<file path="config.mk">
export PLATFORM = sky130hd
export DESIGN_NAME = vram_arbiter
export DESIGN_NICKNAME = d
export VERILOG_FILES = /design/src/rtl/vram_arbiter.sv
export SDC_FILE = /design/constraint.sdc
export NUM_CORES = 1
export LEC_CHECK = 0
export CAP_MARGIN = 0
export CORE_ASPECT_RATIO = 0.5
export CORE_MARGIN = 4
export CORE_UTILIZATION = 35
export DETAILED_ROUTE_END_ITERATION = 12
export PLACE_DENSITY = 0.72
export REMOVE_ABC_BUFFERS = 1
export SLEW_MARGIN = 20
export SYNTH_ARGS = -nofsm -noshare
export SYNTH_HDL_FRONTEND = slang
export SYNTH_SLANG_ARGS = --single-unit
</file>
<file path="constraint.sdc">
create_clock -name clock -period 11.3 [get_ports clock]
set_clock_uncertainty 0.2 [all_clocks]
set_input_delay 2.26 -clock clock [delete_from_list [all_inputs] [get_ports clock]]
set_output_delay 2.26 -clock clock [all_outputs]
set_load 0.05 [all_outputs]
</file>
<file path="src/rtl/vram_arbiter.sv">
// Framebuffer SRAM sequencer shared by video scan-out (absolute priority)
// and two round-robin host ports, with pixel-to-linear address mapping.
module vram_arbiter #(
    parameter int unsigned FB_WIDTH   = 320,
    parameter int unsigned FB_HEIGHT  = 240,
    parameter int unsigned ADDR_WIDTH = 17
) (
    input  logic                  clock,
    input  logic                  reset,
    input  logic [8:0]            videoXCoord,
    input  logic [7:0]            videoYCoord,
    input  logic                  videoRequest,
    output logic [7:0]            videoData,
    output logic                  videoDataReady,
    input  logic [8:0]            hostAXCoord,
    input  logic [7:0]            hostAYCoord,
    input  logic                  hostAReadRequest,
    input  logic                  hostAWriteRequest,
    input  logic [7:0]            hostAWriteData,
    output logic [7:0]            hostAReadData,
    output logic                  hostAAck,
    input  logic [8:0]            hostBXCoord,
    input  logic [7:0]            hostBYCoord,
    input  logic                  hostBReadRequest,
    input  logic                  hostBWriteRequest,
    input  logic [7:0]            hostBWriteData,
    output logic [7:0]            hostBReadData,
    output logic                  hostBAck,
    output logic [ADDR_WIDTH-1:0] ramAddress,
    output logic [7:0]            ramDataOut,
    output logic                  ramDataDrive,
    input  logic [7:0]            ramDataIn,
    output logic                  ramOutputEnable,
    output logic                  ramWriteEnable
);

    typedef enum logic [2:0] {
        IDLE, RD_SETUP, RD_SAMPLE, WR_SETUP, WR_HOLD
    } stateT;

    typedef enum logic [1:0] {
        OWNER_VIDEO, OWNER_A, OWNER_B
    } ownerT;

    stateT      state;
    ownerT      owner;
    logic       rrPointB;
    logic       videoPending;
    logic [8:0] pendX;
    logic [7:0] pendY;

    function automatic logic [ADDR_WIDTH-1:0] linearAddress(
        input logic [8:0] x,
        input logic [7:0] y
    );
        return (ADDR_WIDTH'(y) << 8) + (ADDR_WIDTH'(y) << 6)
             + ADDR_WIDTH'(x);
    endfunction

    function automatic logic inRange(
        input logic [8:0] x,
        input logic [7:0] y
    );
        return (32'(x) < FB_WIDTH) && (32'(y) < FB_HEIGHT);
    endfunction

    logic                  vidReq, vidOk;
    logic                  aReq, bReq, pickB, hostReq;
    logic                  selWrite, selOk;
    logic [8:0]            vidX, selX;
    logic [7:0]            vidY, selY, selData;
    logic [ADDR_WIDTH-1:0] vidAddr, selAddr;

    // A port whose ack is showing is still finishing; it is not eligible.
    always_comb begin
        vidReq   = videoRequest | videoPending;
        vidX     = videoRequest ? videoXCoord : pendX;
        vidY     = videoRequest ? videoYCoord : pendY;
        vidOk    = inRange(vidX, vidY);
        vidAddr  = linearAddress(vidX, vidY);
        aReq     = (hostAReadRequest | hostAWriteRequest) & ~hostAAck;
        bReq     = (hostBReadRequest | hostBWriteRequest) & ~hostBAck;
        pickB    = bReq & (~aReq | rrPointB);
        hostReq  = aReq | bReq;
        selX     = pickB ? hostBXCoord : hostAXCoord;
        selY     = pickB ? hostBYCoord : hostAYCoord;
        selWrite = pickB ? hostBWriteRequest : hostAWriteRequest;
        selData  = pickB ? hostBWriteData : hostAWriteData;
        selOk    = inRange(selX, selY);
        selAddr  = linearAddress(selX, selY);
    end

    always_ff @(posedge clock) begin
        if (reset) begin
            state           <= IDLE;
            owner           <= OWNER_VIDEO;
            rrPointB        <= 1'b0;
            videoPending    <= 1'b0;
            pendX           <= '0;
            pendY           <= '0;
            videoData       <= '0;
            videoDataReady  <= 1'b0;
            hostAReadData   <= '0;
            hostBReadData   <= '0;
            hostAAck        <= 1'b0;
            hostBAck        <= 1'b0;
            ramAddress      <= '0;
            ramDataOut      <= '0;
            ramDataDrive    <= 1'b0;
            ramOutputEnable <= 1'b1;
            ramWriteEnable  <= 1'b1;
        end else begin
            hostAAck       <= 1'b0;
            hostBAck       <= 1'b0;
            videoDataReady <= 1'b0;

            if (videoRequest && state != IDLE) begin
                videoPending <= 1'b1;
                pendX        <= videoXCoord;
                pendY        <= videoYCoord;
            end

            unique case (state)
                IDLE: begin
                    if (vidReq) begin
                        videoPending <= 1'b0;
                        owner        <= OWNER_VIDEO;
                        if (vidOk) begin
                            state           <= RD_SETUP;
                            ramAddress      <= vidAddr;
                            ramOutputEnable <= 1'b0;
                        end else begin
                            videoData      <= '0;
                            videoDataReady <= 1'b1;
                        end
                    end else if (hostReq) begin
                        rrPointB <= ~pickB;
                        owner    <= pickB ? OWNER_B : OWNER_A;
                        if (!selOk) begin
                            hostAAck <= ~pickB;
                            hostBAck <= pickB;
                            if (!selWrite && pickB)  hostBReadData <= '0;
                            if (!selWrite && !pickB) hostAReadData <= '0;
                        end else if (selWrite) begin
                            state          <= WR_SETUP;
                            ramAddress     <= selAddr;
                            ramDataOut     <= selData;
                            ramDataDrive   <= 1'b1;
                            ramWriteEnable <= 1'b0;
                        end else begin
                            state           <= RD_SETUP;
                            ramAddress      <= selAddr;
                            ramOutputEnable <= 1'b0;
                        end
                    end
                end
                RD_SETUP: state <= RD_SAMPLE;
                RD_SAMPLE: begin
                    state           <= IDLE;
                    ramOutputEnable <= 1'b1;
                    unique case (owner)
                        OWNER_A: begin
                            hostAReadData <= ramDataIn;
                            hostAAck      <= 1'b1;
                        end
                        OWNER_B: begin
                            hostBReadData <= ramDataIn;
                            hostBAck      <= 1'b1;
                        end
                        default: begin
                            videoData      <= ramDataIn;
                            videoDataReady <= 1'b1;
                        end
                    endcase
                end
                WR_SETUP: begin
                    state          <= WR_HOLD;
                    ramWriteEnable <= 1'b1;
                end
                WR_HOLD: begin
                    state        <= IDLE;
                    ramDataDrive <= 1'b0;
                    hostAAck     <= (owner == OWNER_A);
                    hostBAck     <= (owner == OWNER_B);
                end
                default: state <= IDLE;
            endcase
        end
    end

endmodule

</file>
== Yosys cells after proc, flatten, opt, wreduce, memory -nomap -nowiden ==
Cells that the tools add are included.
Word-level totals
  register bits: 79
  latch bits: 0
  memory bits (writable): 0
  bits in read-only memories: 0
  input bits: 82
  output and inout bits: 55
  word-level logic and storage cells: 155
  memories kept: 0
Cells by class
  add/sub/neg operators: 4
  multiply operators: 0
  divide/modulo/power cells: 0
  $lt $le $gt $ge: 4
  eq/ne operators: 23
  shift operators: 0
  mux-type cells: 68
  bitwise logic cells: 13
  reductions and logical operators: 26
Operator list (number)
  $mux 8: 16
  $mux 17: 4
  $pmux 8 s2: 3
  $add 16x14->17: 2
  $add 17x9->17: 2
  $mux 1: 28
  $ne 2x2->1 const B: 12
  $reduce_and 5->1: 4
  $lt 9x9->1 const B: 2
  $mux 9: 2
  $lt 8x8->1 const B: 2
  $mux 3: 4
  $ne 3x3->1 const B: 4
  $reduce_and 6->1: 2
  $reduce_bool 2->1: 5
  $pmux 3 s3: 1
  $mux 2: 4
  $pmux 1 s2: 4
  $reduce_and 4->1: 2
  $eq 3x2->1 const B: 2
  $pmux 1 s3: 2
  $reduce_and 3->1: 2
  $logic_and 1x1->1: 5
  $not 1->1: 5
  12 further kinds: 19

== Logic depth before layout (Yosys ltp) ==
Gate-level depths: netlist of run 1.
  depth in word-level cells: 13
  gate-level depth with buffers: 15
  mapped depth without buffers: 13

== Worst setup path before layout of run 1 ==
OpenSTA, ideal clock, no wires.
  path type: input port to flip-flop
  from: in hostBWriteRequest
  to: reg ramAddress[15]
  setup time: 0.127 ns
  data arrival time: 5.849 ns
  data required time: 10.973 ns
  slack: 5.124 ns
  stages: 15
  buffers on the path: 3
  cells stage by stage: o21bai_1 o21bai_2 buf_2 buf_1 buf_2 mux2_2 ha_1 ha_1 fa_1 a21o_1 a221oi_1 a21oi_1 o21a_1 o21ai_0 a31oi_1
On the way
  word-level cells in the longest chain between the ends: 9
  elaborated cells on any way between the ends: 17
  classes of those cells: 2 x add/sub; 2 x order compare; 5 x mux; 4 x bitwise; 4 x reduce/logical
Ends and longest elaborated chain
  start, declared: RTL line 25  | input logic hostBWriteRequest,
  $or 1x1->1 *: RTL line 82  | bReq = (hostBReadRequest | hostBWriteRequest) & ~hostBAck;
  $and 1x1->1 *: RTL line 82
  $and 1x1->1: RTL line 83  | pickB = bReq & (~aReq | rrPointB);
  $mux 8: RTL line 86  | selY = pickB ? hostBYCoord : hostAYCoord;
  $add 16x14->17: RTL line 56  | return (ADDR_WIDTH'(y) << 8) + (ADDR_WIDTH'(y) << 6)
  $add 17x9->17: RTL line 57  | + ADDR_WIDTH'(x);
  $mux 17: RTL line 139  | if (!selOk) begin
  $mux 17: RTL line 136  | end else if (hostReq) begin
  $mux 17: RTL line 125  | if (vidReq) begin
  end signal, assigned: RTL line 130  | ramAddress <= vidAddr;
  end signal, assigned: RTL line 146  | ramAddress <= selAddr;
  end signal, assigned: RTL line 152  | ramAddress <= selAddr;
  end, declared: RTL line 29  | output logic [ADDR_WIDTH-1:0] ramAddress,
Mark *: on every way between the ends. The rest lies on a longest branch, timed or not. The select of a mux whose other input is x is not followed.
A chain may end at the register's enable or synchronous reset.

== Worst setup path after layout of run 1 ==
  from: in hostAWriteRequest
  to: reg ramAddress[15]
On the way
  word-level cells in the longest chain between the ends: 11
  elaborated cells on any way between the ends: 19
  classes of those cells: 2 x add/sub; 2 x order compare; 5 x mux; 6 x bitwise; 4 x reduce/logical
Ends and longest elaborated chain
  start, declared: RTL line 18  | input logic hostAWriteRequest,
  $or 1x1->1 *: RTL line 81  | aReq = (hostAReadRequest | hostAWriteRequest) & ~hostAAck;
  $and 1x1->1 *: RTL line 81
  $not 1->1: RTL line 83
  $or 1x1->1: RTL line 83
  $and 1x1->1: RTL line 83
  $mux 8: RTL line 86
  $add 16x14->17: RTL line 56
  $add 17x9->17: RTL line 57
  $mux 17: RTL line 139
  $mux 17: RTL line 136
  $mux 17: RTL line 125
Marks and branches as above.

==> metrics.txt, run 1 <==
Final Hold Viols=0; Routed Antenna Nets=0; n_diodes=0; Port-buffer cells=around 140; CP Class=input pin to flop; Most used DFF post-synth=dfxtp_1; Final period util=between 50% and 60%; Chip Width=around 170 um; DRT Wirelength=roughly 13 mm; Final min period=about 6.3 ns; Yosys warning total=0; status=completed; Post-synth EDFFs=0; WP buf/inv=1; crit path cell chain=clkdlybuf4s50_1 -> o21bai_1 -> o21bai_4 -> mux2_2 -> ha_1 -> ha_1 -> fa_1 -> a21o_1 -> a221oi_1 -> a21oi_1 -> o21a_1 -> o21ai_0 -> a31oi_1; Worst EP required=around 11 ns; DRC Markers=0; Avg WL per Cell=between 15 and 20 um; worst-margin pin slew=1.04 ns; post-synth cell types=55; vias=4,149; All-Layer GR Usage=around 16%; RSZ-0062 raised after global routing=false; Rel. slew slack=between 30% and 40%; DIE AREA=~0.015 mm2; Starting Density=between 30% and 40%; max-slew violation count=0; multi-input logic area=between 0.002 and 0.003 mm2; DR vias/cell=between 5 and 6; DP Wirelength=between 9 and 10 mm; Async S/R FF share, synth=0%; fin nets=about 760; first-pass GRT wire length=roughly 20 mm; Setup violations, final=0; CP max stage cell=o21bai_4; max-cap violation count=0; Crit path arrival time=6.28 ns; Seq pwr share=between 30% and 40%; Synth-to-Final Area Change=39.2%; DRT Pass-1 Iters=4; Finished Layout Cells=820; Worst Hold Slack=between 0.2 and 0.3 ns; Max IR drop VDD=between 0.08 and 0.09 mV; IO Pins=137; Root Driver=clkbuf_16; pre-CTS WS=around 4.7 ns; clk sink count=79; Power Total=approximately 0.0011 W; Gate Count Post-Synth=between 500 and 600; maximum clock frequency=roughly 160 MHz; CP dominant cell by count=ha_1; setup TNS=0 ns; Sw Pwr=approximately 0.00037 W; total grt overflow=0; post-CTS setup repair buffer count=0; Die Ht=between 80 and 90 um; GPL Wtd Cong=0.858; worst skew pair latency=about 0.33 ns; Num CTS Buffers=9; Post-Place Cells=around 800; CTS tree=built; clk slew on worst S/H paths=around 0.060 ns; FP Rows=29; worst hold path class=flop to flop; Crit. End Element=flop; Syn Area/Cell=approximately 8.9 um2; cell-internal power=between 0.0006 and 0.0007 W; post-synthesis cell area=about 0.0046 mm2; CP delay by family, top=compound AO/OA/AOI/OAI gates; Pwr Density=165 mW/mm2; Worst setup SP type=input pin; hold buffer count at CTS=0; maximum clock path buffer count=2; slowest stage delay, CP=around 0.83 ns; DRT iter0 DRCs=around 200; Seq/Total Area, Yosys=about 34%; largest net degree at the start of global routing=between 70 and 80; Sw Ratio=35.0%; PnR worst setup slack=5.03 ns; filler instances=between 1,000 and 1,500; share of cells above drive strength 1=under 10%; initial antenna violation count=0; total core area=0.0128 mm2; H-tree Lvls=3; number of global-route vias before repair=approximately 4,100; Pleak=about 2.6 nW; Post-CTS Resized=0; Comb pwr share=38.5%; Crit Path Max Fanout=34; Clk pwr share=between 30% and 40%; #FFs+latches synth=~80; Reg area=between 0.0015 and 0.002 mm2
routing by layer:
layer	GRT usage, %	wire length (um)	part of all wire, %	up-vias
met1	20.7	5820	46	1956
met5	0	0	0	-
li1	-	-	-	2097
met4	4.42	253	2.0	0
met2	28.7	6150	48	79
met3	3.22	467	3.7	17
flip-flops by register name, indices dropped and copies added (netlist names):
register and cells:
ramAddress 17, pendX 9, hostAReadData 8, hostBReadData 8, pendY 8, ramDataOut 8, videoData 8, state 3
owner 2, hostAAck 1, hostBAck 1, ramDataDrive 1, ramOutputEnable 1, ramWriteEnable 1, rrPointB 1, videoDataReady 1
videoPending 1
stage by stage:
step / instance area, um2 / utilization, %
finish: 6450 / 50.4
global route: 6450 / 50.4
CTS: 6450 / 50.4
detailed placement: 6110 / 47.7
global placement: 6110 / 47.7
floorplan: 4500 / -
worst min-delay path: cells and delay by family, from the launching register on:
kind | cells | cell delay (ns)
flip-flops | 1 | 0.31
AO/OA/AOI/OAI | 1 | 0.05
AND/OR/NAND/NOR | 1 | 0.05
layout by cell type (no fill, tap or decap), drive strengths merged, types with 3 or more instances in the layout:
cell           netlist  final
fa                   3      3
nor2                69     69
xor2                 3      3
inv                  8      8
nor4                 4      4
a211oi              13     13
dfxtp               79     79
mux2                28     28
o21bai               8      8
ha                  33     33
mux2i               50     50
xnor2                9      9
a21o                 5      5
and3                 3      3
clkbuf              21     12
a311oi               6      6
a21oi               40     40
o21ai               22     22
and2                11     11
nand4                3      3
nand2               62     62
buf                  8      5
o211ai               3      3
nor3                 7      7
clkdlybuf4s50        0    135
cell usage after synthesis (2+ instances only):
master	instances	area share, %
ha_1	33	8.9
o21ai_0	21	2.3
o21a_1	2	0.32
buf_2	4	0.43
clkbuf_1	21	1.7
nor2_1	69	5.6
a21o_1	5	0.81
inv_1	8	0.65
nor4_1	4	0.54
o211ai_1	3	0.49
a21oi_1	38	4.1
a211o_1	2	0.38
buf_6	2	0.49
o21bai_1	7	1.1
a31oi_1	2	0.27
nand4_1	3	0.41
a311oi_1	3	0.57
xor2_1	3	0.57
and2_1	10	1.4
dfxtp_1	79	34
xnor2_1	9	1.7
nor3_1	7	0.76
a21oi_2	2	0.38
or3_1	2	0.27
mux2i_1	50	11
a211oi_1	10	1.6
fa_1	3	1.3
a211oi_2	2	0.54
a311oi_2	3	0.97
mux2_2	27	6.6
nand2_1	62	5.0
nor2b_1	2	0.27
and3_1	3	0.41
power by group through the flow:
stage               Clock, W  Combinational, W  Sequential, W
CTS                 0.000337          0.000411       0.000325
detailed placement         0          0.000408       0.000331
global route        0.000350          0.000446       0.000329
floorplan                  0          0.000212       0.000396
finish              0.000327          0.000409       0.000325
global placement           0          0.000404       0.000330
final timing paths:
path	startpoint	endpoint	slack [ns]	cells after the start
worst min-delay path	pendX[4]	pendX[4]	0.26	2
worst min register to register	pendX[4]	pendX[4]	0.26	2
worst max register to register	hostAAck	ramAddress[15]	7.07	12
worst max-delay path	hostAWriteRequest	ramAddress[15]	5.03	13
layout make-up:
class	count	area share, %
inverters	8	0.466
repair buffers	140	21.5
flip-flops and latches	79	24.5
clock buffers	12	4.13
clock inverters	4	1.18
well taps	170	3.30
multi-input cells	407	44.9
cell families (layout without fill, tap and decap cells):
group	Yosys count	count (layout)	synth area share (%)
buffers and inverters	37	164	3.51
adder cells (fa/ha/maj)	36	36	10.2
AND/OR/NAND/NOR	170	170	16.0
XOR/XNOR	12	12	2.27
AO/OA/AOI/OAI	111	111	16.2
multiplexers	78	78	17.7
flip-flops	79	79	34.1
Power figures use the tool's default switching activity.
==> run 2: changes to the inputs <==
PLACE_DENSITY = 0.75   (was 0.72)
clock period = 5.7 ns   (was 11.3 ns; I/O delays follow)
==> metrics.txt, run 2 (synthesis results as in run 1) <==
DRT Pass-1 Iters=5 (was 4); biggest regs=ramAddress: 17 flops, pendX: 9 flops (unchanged); clk slew on worst S/H paths=0.07 ns (was 0.06 ns); DRT iter0 DRCs=269 (was 197); Final Hold Viols=0 (unchanged); first-pass GRT wire length=20.6 mm (was 20.0 mm); Root Driver=clkbuf_16 (unchanged); Max IR drop VDD=0.199 mV (was 0.0844 mV); Avg WL per Cell=16.2 um (was 15.5 um); Largest register FFs=17 (unchanged); CP Class=input pin to flop (unchanged); GPL Wtd Cong=0.829 (was 0.858); Crit. End Element=flop (unchanged); initial antenna violation count=0 (unchanged); All-Layer GR Usage=16.8% (was 16.3%); Port-buffer cells=136 (unchanged); Final min period=4.72 ns; n_diodes=0 (unchanged); clk sink count=79 (unchanged); total grt overflow=0 (unchanged); worst hold path class=flop to flop (unchanged); max-slew violation count=0 (unchanged); Crit path arrival time=4.75 ns (was 6.28 ns); Final period util=just over 80%; post-CTS setup repair buffer count=0 (unchanged); Die Ht=89.4 um (unchanged); Synth-to-Final Area Change=39.2% (about the same); H-tree Lvls=3 (unchanged); FP Rows=29 (unchanged); Worst setup SP type=input pin (unchanged); status=completed (unchanged); Crit Path Max Fanout=14 (was 34); Post-CTS Resized=0 (unchanged); share of cells above drive strength 1=9.95% (was 9.54%); total core area=0.0128 mm2 (unchanged); Worst EP required=5.73 ns (was 11.31 ns); r2r setup slk=1.88 ns (was 7.07 ns); DP Wirelength=10.1 mm (was 9.42 mm); Rel. slew slack=51.5% (was 30.5%); Chip Width=171 um (unchanged); DR vias/cell=5.16 (was 5.06); IO Pins=137 (unchanged); number of global-route vias before repair=4,227 (was 4,128); setup TNS=0 ns (unchanged); DRC Markers=0 (unchanged); Starting Density=36.2% (unchanged); Biggest register=ramAddress (unchanged); most common cell after layout, fill and taps aside=clkdlybuf4s50_1 (unchanged); DIE AREA=0.0153 mm2 (unchanged); max-cap violation count=0 (unchanged); Worst Hold Slack=0.255 ns (about the same); RSZ-0062 raised after global routing=false (unchanged); worst skew pair latency=0.35 ns (was 0.33 ns); worst-margin pin slew=0.728 ns (was 1.04 ns); Setup violations, final=0 (unchanged); CTS tree=built (unchanged); filler instances=1,194 (was 1,207); Pwr Density=322 mW/mm2 (was 165 mW/mm2); most frequent cells in the layout=clkdlybuf4s50_1 (135), dfxtp_1 (79), nor2_1 (69), nand2_1 (62), mux2i_1 (50) (unchanged); vias=4,247 (was 4,149); Num CTS Buffers=9 (unchanged); maximum clock frequency=~210 MHz; maximum clock path buffer count=2 (unchanged); fin nets=766 (was 763); DRT Wirelength=13.3 mm (was 12.7 mm); largest net degree at the start of global routing=43 (was 79); Pleak=2.57 nW (was 2.58 nW); hold buffer count at CTS=0 (unchanged); Routed Antenna Nets=0 (unchanged)
==> run 2: final cells by class <==
type / count / area (um2) / share of cell area, %
Multi-Input combinational cell: 407 / 2900 / 44.9
Sequential cell: 79 / 1580 / 24.5
Timing Repair Buffer: 143 / 1420 / 22.0
Clock buffer: 9 / 225 / 3.49
Tap cell: 170 / 213 / 3.30
Clock inverter: 7 / 80.1 / 1.24
Inverter: 8 / 30.0 / 0.466
==> run 2: worst paths after layout <==
path                                   startpoint             end  cells past startpoint
worst max-delay path            hostAWriteRequest  ramAddress[15]                     13
worst min-delay path                     pendX[3]        pendX[3]                      2
worst max register to register           hostAAck  ramAddress[15]                     12
worst min register to register           pendX[3]        pendX[3]                      2
==> run 2: power by group <==
group	internal, W	total [W]	leakage, nW	switching [W]
Sequential	0.000607	0.000646	0.644	0.0000384
Combinational	0.000346	0.000826	1.78	0.000480
Clock	0.000344	0.000602	0.143	0.000258
Total	0.00130	0.00207	2.57	0.000777
==> run 2: worst max-delay path, cell delays in order <==
cell and delay [ns]:
clkdlybuf4s50_1 0.49, o21bai_1 0.14, o21bai_4 0.47, mux2_2 0.42
ha_1 0.28, ha_1 0.25, fa_1 0.41, a21o_1 0.19
a221oi_1 0.38, a21oi_1 0.15, o21a_1 0.18, o21ai_0 0.15
a31oi_1 0.10
==> run 2: routing by layer <==
metal / vias up / wire [um] / track usage [%]
li1: 2111 / - / -
met1: 2022 / 5990 / 21.3
met2: 94 / 6480 / 29.5
met5: - / 0 / 0
met4: 0 / 232 / 5.07
met3: 20 / 587 / 3.22
==> run 2: through the flow <==
stage | total power (W) | worst slack [ns] | instance area [um2] | util (%) | std cells
2_1_floorplan | 0.00121 | 0.721 | 4500 | - | 494
3_3_place_gp | 0.00147 | 0.704 | 6140 | 48.0 | 807
3_5_place_dp | 0.00148 | 0.638 | 6140 | 48.0 | 807
4_1_cts | 0.00208 | 0.994 | 6450 | 50.3 | 823
5_1_grt | 0.00219 | 0.739 | 6450 | 50.3 | 823
6_report | 0.00207 | 0.980 | 6450 | 50.3 | 823
